==> src/rtl/spi_slave_burst_if.sv <==
`default_nettype none
// +----------------------------------------------------------------------------+
// | spi_slave_burst_if : SPI pin group plus register-file handshake bundle     |
// | Revision: 1.0                                                              |
// +----------------------------------------------------------------------------+
interface spi_slave_burst_if #(
  parameter int ADDR_W = 7,
  parameter int DATA_W = 8
);
  logic              SCLK;
  logic              SSB;
  logic              MOSI;
  logic              MISO;
  logic              miso_oe;
  logic              wr_en;
  logic [ADDR_W-1:0] wr_addr;
  logic [DATA_W-1:0] wr_data;
  logic              rd_req;
  logic [ADDR_W-1:0] rd_addr;
  logic [DATA_W-1:0] rd_data;
  logic              frame_err;
  logic              busy;

  modport slave (
    input  SCLK, SSB, MOSI, rd_data,
    output MISO, miso_oe, wr_en, wr_addr, wr_data, rd_req, rd_addr, frame_err, busy
  );

  modport master (
    output SCLK, SSB, MOSI, rd_data,
    input  MISO, miso_oe, wr_en, wr_addr, wr_data, rd_req, rd_addr, frame_err, busy
  );
endinterface
`default_nettype wire

==> src/rtl/spi_slave_burst.sv <==
`default_nettype none
// +----------------------------------------------------------------------------+
// | spi_slave_burst : SPI slave register engine, all modes, burst auto-incr    |
// | Revision: 1.0                                                              |
// +----------------------------------------------------------------------------+
module spi_slave_burst #(
  parameter int ADDR_W = 7,
  parameter int DATA_W = 8,
  parameter int CPOL   = 0,
  parameter int CPHA   = 0,
  parameter int RD_LAT = 2
) (
  input wire logic          clk,
  input wire logic          reset_n,
  spi_slave_burst_if.slave  spi_bus
);

  localparam logic SCLK_IDLE = (CPOL != 0);
  localparam logic SAMPLE_TRAIL = (CPHA != 0);
  localparam int   MAX_BITS = ((ADDR_W + 1) > DATA_W) ? (ADDR_W + 1) : DATA_W;
  localparam int   CNT_W = $clog2(MAX_BITS + 1);
  localparam int   LAT_W = 3;
  // Counter runs RD_LAT+1 .. 1 so the load edge is the one closing the valid cycle
  localparam logic [LAT_W-1:0] LAT_INIT = LAT_W'(RD_LAT + 1);

  typedef enum logic [1:0] {
    S_IDLE = 2'd0,
    S_HDR  = 2'd1,
    S_WR   = 2'd2,
    S_RD   = 2'd3
  } state_t;

  state_t            r_state;
  state_t            w_state_nxt;
  logic              r_sclk_s1, r_sclk_s2, r_sclk_h;
  logic              r_ssb_s1, r_ssb_s2, r_ssb_h;
  logic              r_mosi_s1, r_mosi_s2;
  logic [CNT_W-1:0]  r_bitcnt;
  logic [ADDR_W-1:0] r_hdr;
  logic [ADDR_W-1:0] r_addr;
  logic [DATA_W-2:0] r_rx;
  logic [DATA_W-1:0] r_tx;
  logic [LAT_W-1:0]  r_lat;
  logic              r_wr_en;
  logic [ADDR_W-1:0] r_wr_addr;
  logic [DATA_W-1:0] r_wr_data;
  logic              r_rd_req;
  logic [ADDR_W-1:0] r_rd_addr;
  logic              r_frame_err;

  logic              w_lead, w_trail, w_sample, w_shift;
  logic              w_ssb_fall, w_ssb_rise;
  logic [ADDR_W:0]   w_hdr_shift;
  logic [DATA_W-1:0] w_rx_shift;
  logic              w_hdr_done, w_word_done, w_frame_err;
  logic [ADDR_W-1:0] w_addr_inc;

  always_ff @(posedge clk or negedge reset_n) begin
    if (!reset_n) begin
      r_sclk_s1 <= SCLK_IDLE;
      r_sclk_s2 <= SCLK_IDLE;
      r_sclk_h  <= SCLK_IDLE;
      r_ssb_s1  <= 1'b1;
      r_ssb_s2  <= 1'b1;
      r_ssb_h   <= 1'b1;
      r_mosi_s1 <= 1'b0;
      r_mosi_s2 <= 1'b0;
    end else begin
      r_sclk_s1 <= spi_bus.SCLK;
      r_sclk_s2 <= r_sclk_s1;
      r_sclk_h  <= r_sclk_s2;
      r_ssb_s1  <= spi_bus.SSB;
      r_ssb_s2  <= r_ssb_s1;
      r_ssb_h   <= r_ssb_s2;
      r_mosi_s1 <= spi_bus.MOSI;
      r_mosi_s2 <= r_mosi_s1;
    end
  end

  assign w_lead      = ~r_ssb_s2 & (r_sclk_s2 != SCLK_IDLE) & (r_sclk_h == SCLK_IDLE);
  assign w_trail     = ~r_ssb_s2 & (r_sclk_s2 == SCLK_IDLE) & (r_sclk_h != SCLK_IDLE);
  assign w_sample    = SAMPLE_TRAIL ? w_trail : w_lead;
  assign w_shift     = SAMPLE_TRAIL ? w_lead : w_trail;
  assign w_ssb_fall  = ~r_ssb_s2 & r_ssb_h;
  assign w_ssb_rise  = r_ssb_s2 & ~r_ssb_h;
  assign w_hdr_shift = {r_hdr, r_mosi_s2};
  assign w_rx_shift  = {r_rx, r_mosi_s2};
  assign w_addr_inc  = r_addr + ADDR_W'(1);

  always_ff @(posedge clk or negedge reset_n) begin
    if (!reset_n) begin
      r_state <= S_IDLE;
    end else begin
      r_state <= w_state_nxt;
    end
  end

  always_comb begin
    w_state_nxt = r_state;
    w_hdr_done  = 1'b0;
    w_word_done = 1'b0;
    w_frame_err = 1'b0;
    if (w_ssb_rise) begin
      w_state_nxt = S_IDLE;
      w_frame_err = (r_state != S_IDLE) && (r_bitcnt != '0);
    end else begin
      case (r_state)
        S_IDLE: begin
          if (w_ssb_fall) begin
            w_state_nxt = S_HDR;
          end
        end
        S_HDR: begin
          if (w_sample && (r_bitcnt == CNT_W'(ADDR_W))) begin
            w_hdr_done  = 1'b1;
            w_state_nxt = w_hdr_shift[ADDR_W] ? S_RD : S_WR;
          end
        end
        S_WR, S_RD: begin
          w_word_done = w_sample && (r_bitcnt == CNT_W'(DATA_W - 1));
        end
        default: w_state_nxt = S_IDLE;
      endcase
    end
  end

  always_ff @(posedge clk or negedge reset_n) begin
    if (!reset_n) begin
      r_bitcnt    <= '0;
      r_hdr       <= '0;
      r_addr      <= '0;
      r_rx        <= '0;
      r_tx        <= '0;
      r_lat       <= '0;
      r_wr_en     <= 1'b0;
      r_wr_addr   <= '0;
      r_wr_data   <= '0;
      r_rd_req    <= 1'b0;
      r_rd_addr   <= '0;
      r_frame_err <= 1'b0;
    end else begin
      r_wr_en     <= 1'b0;
      r_rd_req    <= 1'b0;
      r_frame_err <= w_frame_err;
      if (r_lat != '0) begin
        r_lat <= r_lat - LAT_W'(1);
      end
      if (w_ssb_rise || (r_state == S_IDLE)) begin
        r_bitcnt <= '0;
        r_tx     <= '0;
        r_lat    <= '0;
      end else begin
        case (r_state)
          S_HDR: begin
            if (w_sample) begin
              r_hdr    <= w_hdr_shift[ADDR_W-1:0];
              r_bitcnt <= w_hdr_done ? '0 : r_bitcnt + CNT_W'(1);
              if (w_hdr_done) begin
                r_addr <= w_hdr_shift[ADDR_W-1:0];
                if (w_hdr_shift[ADDR_W]) begin
                  r_rd_req  <= 1'b1;
                  r_rd_addr <= w_hdr_shift[ADDR_W-1:0];
                  r_lat     <= LAT_INIT;
                end
              end
            end
          end
          S_WR: begin
            if (w_sample) begin
              r_rx <= w_rx_shift[DATA_W-2:0];
              if (w_word_done) begin
                r_wr_en   <= 1'b1;
                r_wr_addr <= r_addr;
                r_wr_data <= w_rx_shift;
                r_addr    <= w_addr_inc;
                r_bitcnt  <= '0;
              end else begin
                r_bitcnt <= r_bitcnt + CNT_W'(1);
              end
            end
          end
          S_RD: begin
            // A word's first shift edge must leave the freshly loaded MSB in place
            if (r_lat == LAT_W'(1)) begin
              r_tx <= spi_bus.rd_data;
            end else if (w_shift && (r_bitcnt != '0)) begin
              r_tx <= {r_tx[DATA_W-2:0], 1'b0};
            end
            if (w_sample) begin
              if (w_word_done) begin
                r_addr    <= w_addr_inc;
                r_rd_req  <= 1'b1;
                r_rd_addr <= w_addr_inc;
                r_lat     <= LAT_INIT;
                r_bitcnt  <= '0;
              end else begin
                r_bitcnt <= r_bitcnt + CNT_W'(1);
              end
            end
          end
          default: ;
        endcase
      end
    end
  end

  assign spi_bus.MISO      = (r_state == S_RD) & r_tx[DATA_W-1];
  assign spi_bus.miso_oe   = (r_state == S_RD);
  assign spi_bus.wr_en     = r_wr_en;
  assign spi_bus.wr_addr   = r_wr_addr;
  assign spi_bus.wr_data   = r_wr_data;
  assign spi_bus.rd_req    = r_rd_req;
  assign spi_bus.rd_addr   = r_rd_addr;
  assign spi_bus.frame_err = r_frame_err;
  assign spi_bus.busy      = ~r_ssb_s2;

endmodule
`default_nettype wire

==> src/flat_wrapper.sv <==
// flat-port wrapper written by rule: the top's interface ports become plain ports
module spi_slave_burst_flat 
#(
  parameter int ADDR_W = 7,
  parameter int DATA_W = 8,
  parameter int CPOL   = 0,
  parameter int CPHA   = 0,
  parameter int RD_LAT = 2
)
  (clk, reset_n, spi_bus_SCLK, spi_bus_SSB, spi_bus_MOSI, spi_bus_rd_data, spi_bus_MISO, spi_bus_miso_oe, spi_bus_wr_en, spi_bus_wr_addr, spi_bus_wr_data, spi_bus_rd_req, spi_bus_rd_addr, spi_bus_frame_err, spi_bus_busy);
  spi_slave_burst_if #(.ADDR_W(ADDR_W), .DATA_W(DATA_W)) spi_bus_i ();
  input wire logic clk;
  input wire logic reset_n;
  input wire logic [$bits(spi_bus_i.SCLK)-1:0] spi_bus_SCLK;
  input wire logic [$bits(spi_bus_i.SSB)-1:0] spi_bus_SSB;
  input wire logic [$bits(spi_bus_i.MOSI)-1:0] spi_bus_MOSI;
  input wire logic [$bits(spi_bus_i.rd_data)-1:0] spi_bus_rd_data;
  output wire logic [$bits(spi_bus_i.MISO)-1:0] spi_bus_MISO;
  output wire logic [$bits(spi_bus_i.miso_oe)-1:0] spi_bus_miso_oe;
  output wire logic [$bits(spi_bus_i.wr_en)-1:0] spi_bus_wr_en;
  output wire logic [$bits(spi_bus_i.wr_addr)-1:0] spi_bus_wr_addr;
  output wire logic [$bits(spi_bus_i.wr_data)-1:0] spi_bus_wr_data;
  output wire logic [$bits(spi_bus_i.rd_req)-1:0] spi_bus_rd_req;
  output wire logic [$bits(spi_bus_i.rd_addr)-1:0] spi_bus_rd_addr;
  output wire logic [$bits(spi_bus_i.frame_err)-1:0] spi_bus_frame_err;
  output wire logic [$bits(spi_bus_i.busy)-1:0] spi_bus_busy;
  assign spi_bus_i.SCLK = spi_bus_SCLK;
  assign spi_bus_i.SSB = spi_bus_SSB;
  assign spi_bus_i.MOSI = spi_bus_MOSI;
  assign spi_bus_i.rd_data = spi_bus_rd_data;
  assign spi_bus_MISO = spi_bus_i.MISO;
  assign spi_bus_miso_oe = spi_bus_i.miso_oe;
  assign spi_bus_wr_en = spi_bus_i.wr_en;
  assign spi_bus_wr_addr = spi_bus_i.wr_addr;
  assign spi_bus_wr_data = spi_bus_i.wr_data;
  assign spi_bus_rd_req = spi_bus_i.rd_req;
  assign spi_bus_rd_addr = spi_bus_i.rd_addr;
  assign spi_bus_frame_err = spi_bus_i.frame_err;
  assign spi_bus_busy = spi_bus_i.busy;
  spi_slave_burst #(.ADDR_W(ADDR_W), .DATA_W(DATA_W), .CPOL(CPOL), .CPHA(CPHA), .RD_LAT(RD_LAT)) u_core (.clk(clk), .reset_n(reset_n), .spi_bus(spi_bus_i));
endmodule
==> config.mk <==
export PLATFORM = sky130hd
export DESIGN_NAME = spi_slave_burst_flat
export DESIGN_NICKNAME = d
export VERILOG_FILES = /design/src/rtl/spi_slave_burst_if.sv /design/src/rtl/spi_slave_burst.sv /design/src/flat_wrapper.sv
export SDC_FILE = /design/constraint.sdc
export NUM_CORES = 1
export LEC_CHECK = 0
export BUFFER_PORTS_ARGS = -buffer_cell sky130_fd_sc_hd__buf_2
export CAP_MARGIN = 30
export CORE_MARGIN = 10
export CORE_UTILIZATION = 50
export DETAILED_ROUTE_END_ITERATION = 12
export GPL_TIMING_DRIVEN = 1
export PLACE_DENSITY_LB_ADDON = 0.2
export SLEW_MARGIN = 20
export SYNTH_ARGS = -nofsm -noshare
export SYNTH_HDL_FRONTEND = slang
export SYNTH_SLANG_ARGS = --single-unit
==> constraint.sdc <==
create_clock -name clk -period 2.55 [get_ports clk]
set_input_delay 0.255 -clock clk [delete_from_list [all_inputs] [get_ports clk]]
set_output_delay 0.255 -clock clk [all_outputs]
set_load 0.02 [all_outputs]
==> results of run 1 <==
power by group:
part	total [mW]	internal (mW)	switching, mW
combinational	0.123	0.0546	0.0682
clock	0.998	0.578	0.420
sequential	1.20	1.16	0.0391
total	2.32	1.80	0.527
layout make-up:
cell class | count | share of cell area, %
Clock buffer | 11 | 3.77
Clock inverter | 5 | 2.17
Inverter | 16 | 1.60
Multi-Input combinational cell | 176 | 34.8
Sequential cell | 71 | 47.5
Tap cell | 77 | 2.57
Timing Repair Buffer | 50 | 7.55
registers in the layout, summed over array words and instances, names as in the netlist, 3 cells and up:
| signal | count |
|---|---|
| u_core.r_rx | 7 |
| u_core.r_bitcnt | 4 |
| u_core.spi_bus.wr_data | 8 |
| u_core.r_addr | 7 |
| u_core.r_hdr | 7 |
| u_core.spi_bus.rd_addr | 7 |
| u_core.r_lat | 3 |
| u_core.r_tx | 8 |
| u_core.spi_bus.wr_addr | 7 |
routing by layer:
layer	part of all wire [%]	wire length, µm	GRT usage [%]
met1	46	2990	18.3
met2	46	2980	19.1
met3	7.1	464	4.60
met4	1.4	94	5.87
met5	0	0	0
cell usage after synthesis, types with 2 or more instances:
library cell  number
a21oi_1           12
a221oi_1           7
a32oi_1            2
and2_1             2
and3_1             2
buf_2              3
buf_6              3
clkbuf_1           8
dfrtp_1           68
dfstp_2            3
ha_1               6
inv_1             15
mux2_2            13
mux2_4            16
mux2i_1            7
nand2_1           23
nand2b_1           4
nand3_1            7
nand4_1            3
nor2_1            18
nor2b_1            2
nor3_1             3
nor3b_1            2
nor4_1             3
o211ai_1           2
o21ai_0           15
o221a_2            3
o22ai_1            7
or3_1              2
xnor2_1            2
xor2_1             5
cell families (layout without fill, tap and decap cells):
kind of cell	Yosys count	in the layout	share of synthesized area (%)
AND/OR/NAND/NOR	78	78	12.2
flip-flops	71	71	54.9
AO/OA/AOI/OAI	49	49	9.72
multiplexers	36	36	14.1
buffers and inverters	31	82	4.90
XOR/XNOR	7	7	1.89
adder cells (fa/ha/maj)	6	6	2.31
through the flow:
step	instance area, µm²	hold WS (ns)	utilization (%)	instances	power, mW
floorplan	3240	-0.0406	-	278	1.28
global placement	3490	0.334	55.4	387	1.34
detailed placement	3490	0.346	55.4	387	1.35
finish	3750	0.0184	59.4	406	2.32
global route	3750	0.00529	59.4	406	2.43
CTS	3750	0.00713	59.4	406	2.35
worst paths after layout:
kind | from | to | slack, ns | depth (start not counted)
max in group asynchronous | reset_n | u_core.r_rx[5] | 1.32 | 3
min in group asynchronous | reset_n | u_core.r_sclk_s1 | 0.49 | 2
max reg2reg | u_core.r_bitcnt[0] | u_core.spi_bus.rd_addr[5] | 0.56 | 6
min | spi_bus_SCLK | u_core.r_sclk_s1 | 0.02 | 1
min reg2reg | u_core.r_ssb_s1 | u_core.r_ssb_s2 | 0.36 | 0
max | u_core.r_bitcnt[0] | u_core.spi_bus.rd_addr[5] | 0.56 | 6
worst max-delay path, cell delays in order, from the launching register on:
cell and delay (ns):
dfrtp_1 0.41, ha_1 0.20, nand3b_1 0.22, or3_1 0.65, inv_2 0.17, nand2_1 0.08
o211ai_1 0.17
==> flow_summary.toml, run 1 <==
[synthesis]
register_bit_total_from_synthesis = 71
syn_nets = 297
synth_seq_area_share_pct = 54.9
async_flop_share_pct = 100
syn_area_per_cell_um2 = 11.7
yosys.area.top_type = "dfrtp_1"
count_of_mapped_cells_out_of_synthesis = 278
yosysWarningCount = 0
post_synth_main_area_contributors = "dfrtp_1 (52%), mux2_4 (7.4%), mux2_2 (4.5%)"
synth_edf_count = 0
yosys.cell_types.count = 41
post_synth_instance_area_um2 = 3240
postSynth.topFlopCell = "dfrtp_1"
netlist.area_leader.share_pct = 52.4

[timing]
max_freq_mhz = 503
clock_skew_ns = 0.00674
post-route-worst-setup-slack_ns = 0.562
worst_slew_pin_slew_ns = 0.694
timing_hold_violations_final = 0
grt_setup_unrepaired = "no"
setup_failing_eps_final = 0
final-max-slew-violation-count = 0
slew_headroom_pct = 53.7
finalSetupTns_ns = 0
final_period_minus_worst_setup_slack_ns = 1.99
fin_crit_sh_pct = 78.0

[outcome]
run_status = "finished clean"

[die]
ports = 41
die_height_um = 101
chipWidth_um = 101
floorplan.core_area_um2 = 6310
initial_standard_cell_utilization_of_the_core_pct = 51.4
core.rowCount = 29
design.die.area_um2 = 10100

[route]
initialDrtViolationCount = 99
route.detailed.drc = 0
detailed_route_wire_length_per_cell_um = 16.1
vias = 2228
wirelength_mm = 6.53
drtPass1Iterations = 4
routed_via_density = 5.49
antenna_violating_nets_post_route = 0

[global_route]
grt-ovfl-total = 0
grt_pass1_wl_mm = 10.9
grt_max_degree = 32
global_route.usage.total_pct = 13.5
first_global_vias = 2153
antenna_found_initial = 0

[place]
dp_slack_ns = 0.566
port_buffers = 40
dpl.hpwl_mm = 4.60
routabilityCongestion = 0.831

[cells_and_area]
n_fill_cell = 534
multi_input_logic_area_um2 = 1310
layout.cells.most_common_list = "dfrtp_1 (68), buf_2 (40), nand2_1 (23)"
leading_cell_type_in_the_layout_fill_and_taps_excluded = "dfrtp_1"
ff_latch_area_um2 = 1780
n_antenna_cell = 0
final_nets = 343
layout-drive-gt1-share_pct = 30.7
syn_to_final_growth_pct = 15.5

[job]
max_cap_viol_count = 0

[setup_path]
critical_path.max_fanout = 15
worst_setup_path_end_kind = "flip-flop"
arrival_ns = 2.25
crit_type = "flip-flop to flip-flop"
critical_path_required_ns = 2.81
launching_element_type_of_the_critical_path = "flip-flop"

[cts]
postCtsHoldBufs = 3
cts_sinks = 71
cts_post_setup_buffers_inserted = 0
max_h_tree_level = 3
clock_latency_late_sink_ns = 0.34
cts_resized = 0
tritoncts.num_buffers = 9
clock-root-buffer = "clkbuf_8"
cts_tree = "done"
clockBufferDepth = 2
path_clk_slew_ns = 0.07

[power]
maximum_vdd_drop_mv = 0.347
power_leakage_nw = 1.88
power.density_cell_area_nw_per_um2 = 620

[worst_hold_path]
hold_path_class = "input port to flip-flop"
Note: power is estimated with default switching activity, not from simulation.
==> run 2: changes to the inputs <==
--- a/config.mk
+++ b/config.mk
@@ -5,6 +5,7 @@
 export SDC_FILE = /design/constraint.sdc
 export NUM_CORES = 1
 export LEC_CHECK = 0
+export ABC_AREA = 1
 export BUFFER_PORTS_ARGS = -buffer_cell sky130_fd_sc_hd__buf_2
 export CAP_MARGIN = 30
 export CORE_MARGIN = 10
==> constraint.sdc (replaced) <==
create_clock -name clk -period 1.73 [get_ports clk]
set_input_delay 0.173 -clock clk [delete_from_list [all_inputs] [get_ports clk]]
set_output_delay 0.173 -clock clk [all_outputs]
set_load 0.02 [all_outputs]
==> run 2 against run 1 <==
Against the previous run:
- global-route usage is 0.31 points higher
- largest cell class unchanged
- wire length rose by 2.7%
- sequential cell count is the same
- hold slack better by 0.092 ns
- count of clock-buffer cells in the layout did not move
- sequential share of layout area fell by 1.8 points
- register-to-register slack lost 0.42 ns
- first-iteration DRC count grew 120%
==> flow_summary.toml, run 2 <==
[outcome]
run_status = "finished clean"

[route]
initialDrtViolationCount = 215
routed_via_density = 4.98
vias = 2587
drtPass1Iterations = 5
detailed_route_wire_length_per_cell_um = 12.9
route.detailed.drc = 0
antenna_violating_nets_post_route = 0
wirelength_mm = 6.71

[die]
initial_standard_cell_utilization_of_the_core_pct = 52.1
die_height_um = 102
ports = 41
design.die.area_um2 = 10400
core.rowCount = 29
chipWidth_um = 102
floorplan.core_area_um2 = 6460

[synthesis]
yosys.area_share.adder_pct = 2.23
register_bit_total_from_synthesis = 71
synth.mux.area_fraction_pct = 0
dominant_combinational_cell_family_by_area_after_synthesis = "simple AND/OR/NAND/NOR gates"
syn_nets = 405
async_flop_share_pct = 100
synth_compound_gate_area_share_pct = 8.07
synth_common_cells = "nand2_1 (146), dfrtp_1 (68), nand3_1 (28)"
most_common_cell_in_the_synthesized_netlist = "nand2_1"
yosysWarningCount = 0
synth_seq_area_share_pct = 52.9
post_synth_instance_area_um2 = 3360
post_synth_xor_area_fraction_pct = 1.04
postSynth.topFlopCell = "dfrtp_1"
yosys.area.top_type = "dfrtp_1"
netlist.area_leader.share_pct = 50.6
post_synth_main_area_contributors = "dfrtp_1 (51%), nand2_1 (16%), nand3_1 (4.2%)"
yosys.cell_types.count = 29
count_of_mapped_cells_out_of_synthesis = 386
synth_edf_count = 0
area_share_of_and_or_nand_nor_cells_after_synthesis_pct = 29.0
syn_area_per_cell_um2 = 8.71

[cts]
clock_latency_late_sink_ns = 0.35
cts_resized = 0
cts_tree = "done"
clockBufferDepth = 2
max_h_tree_level = 3
clock-root-buffer = "clkbuf_8"
cts_sinks = 71
tritoncts.num_buffers = 9
path_clk_slew_ns = 0.07

[cells_and_area]
ff_latch_area_um2 = 1780
leading_cell_type_in_the_layout_fill_and_taps_excluded = "nand2_1"
layout.cells.most_common_list = "nand2_1 (146), dfrtp_1 (68), buf_2 (40)"
layoutNonFillerInstCount = 520
multi_input_logic_area_um2 = 1360
n_antenna_cell = 0
layout-drive-gt1-share_pct = 22.3
final_nets = 457
syn_to_final_growth_pct = 15.8
n_fill_cell = 572

[setup_path]
path_depth = 7
slowest_delay_ns = 0.41
critical_path.max_fanout = 21
r2r_setup_slack_ns = 0.14
worst_setup_path_end_kind = "flip-flop"
arrival_ns = 1.83
cpMostUsedCell = "nand2_1"
sequence_of_cells_on_the_critical_path = "ha_1, nand3_4, nor2_8, nand2_4, clkinv_1, nand2_1, nand2_1"
critPathBufInv = 1
crit_type = "flip-flop to flip-flop"
logic_depth_of_the_worst_register_to_register_path = 7
slowest_stage = "dfrtp_1"
timing.critical_path.max_delay_family = "simple AND/OR/NAND/NOR gates"
launching_element_type_of_the_critical_path = "flip-flop"
critical_path_required_ns = 1.97

[global_route]
first_global_vias = 2432
antenna_found_initial = 0
grt_max_degree = 72
grt_pass1_wl_mm = 11.6
global_route.usage.total_pct = 13.8
grt-ovfl-total = 0

[timing]
clock_skew_ns = 0.0107
final_period_minus_worst_setup_slack_ns = 1.59
setup_failing_eps_final = 0
timing.hold.ws_ns = 0.110
max_freq_mhz = 629
post-route-worst-setup-slack_ns = 0.140
worst_slew_pin_slew_ns = 0.375
timing_hold_violations_final = 0
slew_headroom_pct = 75.0
fin_crit_sh_pct = 91.9
final-max-slew-violation-count = 0
finalSetupTns_ns = 0
grt_setup_unrepaired = "no"

[power]
power_leakage_nw = 2.08
power.density_cell_area_nw_per_um2 = 1020
maximum_vdd_drop_mv = 0.613

[job]
max_cap_viol_count = 0

[place]
dpl.hpwl_mm = 4.69
dp_slack_ns = 0.142
routabilityCongestion = 0.829
port_buffers = 40
placedCellCount = 500

[worst_hold_path]
hold_path_depth = 3
hold_path_class = "input port to flip-flop"
-- run 2: cell types whose count changed after synthesis, moves of 8 or more --
cell | before | now
nand3_1 | 7 | 28
mux2_2 | 13 | 0
nand2_1 | 23 | 146
inv_1 | 15 | 24
mux2_4 | 16 | 0
o21ai_1 | 0 | 12
clkbuf_1 | 8 | 0
inv_2 | 1 | 11
-- run 2: path summary, 6_finish.rpt --
kind / startpoint / to
setup / recovery: u_core.r_bitcnt[0] / u_core.spi_bus.wr_addr[0]
hold / removal: spi_bus_rd_data[0] / u_core.r_tx[0]
setup reg to reg: u_core.r_bitcnt[0] / u_core.spi_bus.wr_addr[0]
hold reg to reg: u_core.r_sclk_s1 / u_core.r_sclk_s2
max in group asynchronous: reset_n / u_core.r_ssb_s1
min in group asynchronous: reset_n / u_core.r_tx[3]
-- run 2: metal layers --
metal	track usage, %	share of wire (%)	up-vias
li1	-	-	1329
met1	19.0	48	1170
met2	19.2	42	79
met3	5.80	8.9	9
met4	4.77	1.1	0
met5	0	0	-
-- run 2: final cells by class --
type	count	area share, %
clock buffers	11	3.63
clock inverters	5	2.12
inverters	37	3.63
multi-input cells	269	34.8
flip-flops and latches	71	45.7
well taps	77	2.47
repair buffers	50	7.64
-- run 2: per-stage QoR --
stage / power (mW) / cell area (µm²) / utilization (%)
floorplan: 2.36 / 3360 / -
global placement: 2.52 / 3630 / 56.2
detailed placement: 2.53 / 3630 / 56.2
CTS: 4.02 / 3900 / 60.3
global route: 4.21 / 3900 / 60.3
finish: 3.98 / 3900 / 60.3
-- run 2: where the power goes --
group	internal (mW)	leakage, nW	total (mW)	switching, mW
combinational	0.212	1.02	0.649	0.436
sequential	1.77	0.957	1.86	0.0896
clock	0.851	0.102	1.48	0.626
total	2.83	2.08	3.98	1.15
-- run 2: cell families (layout without fill, tap and decap cells) --
family | after synthesis | count (layout)
AOI/OAI and AO/OA | 46 | 46
and+or+nand+nor | 213 | 213
adders and majority gates | 6 | 6
DFF | 71 | 71
buffers and inverters | 46 | 103
xor gates and xnor gates | 4 | 4
-- run 2: worst min-delay path, delay by kind of cell --
family	cells	cell delay, ns
simple gates	2	0.14
buf+inv	1	0.10
-- run 2: what timing repair did --
action                                  CTS  global route
hold buffers                              4             0
endpoints found under the setup margin    0             0
endpoints found under the hold margin    71             0
buffers inserted                          0             0
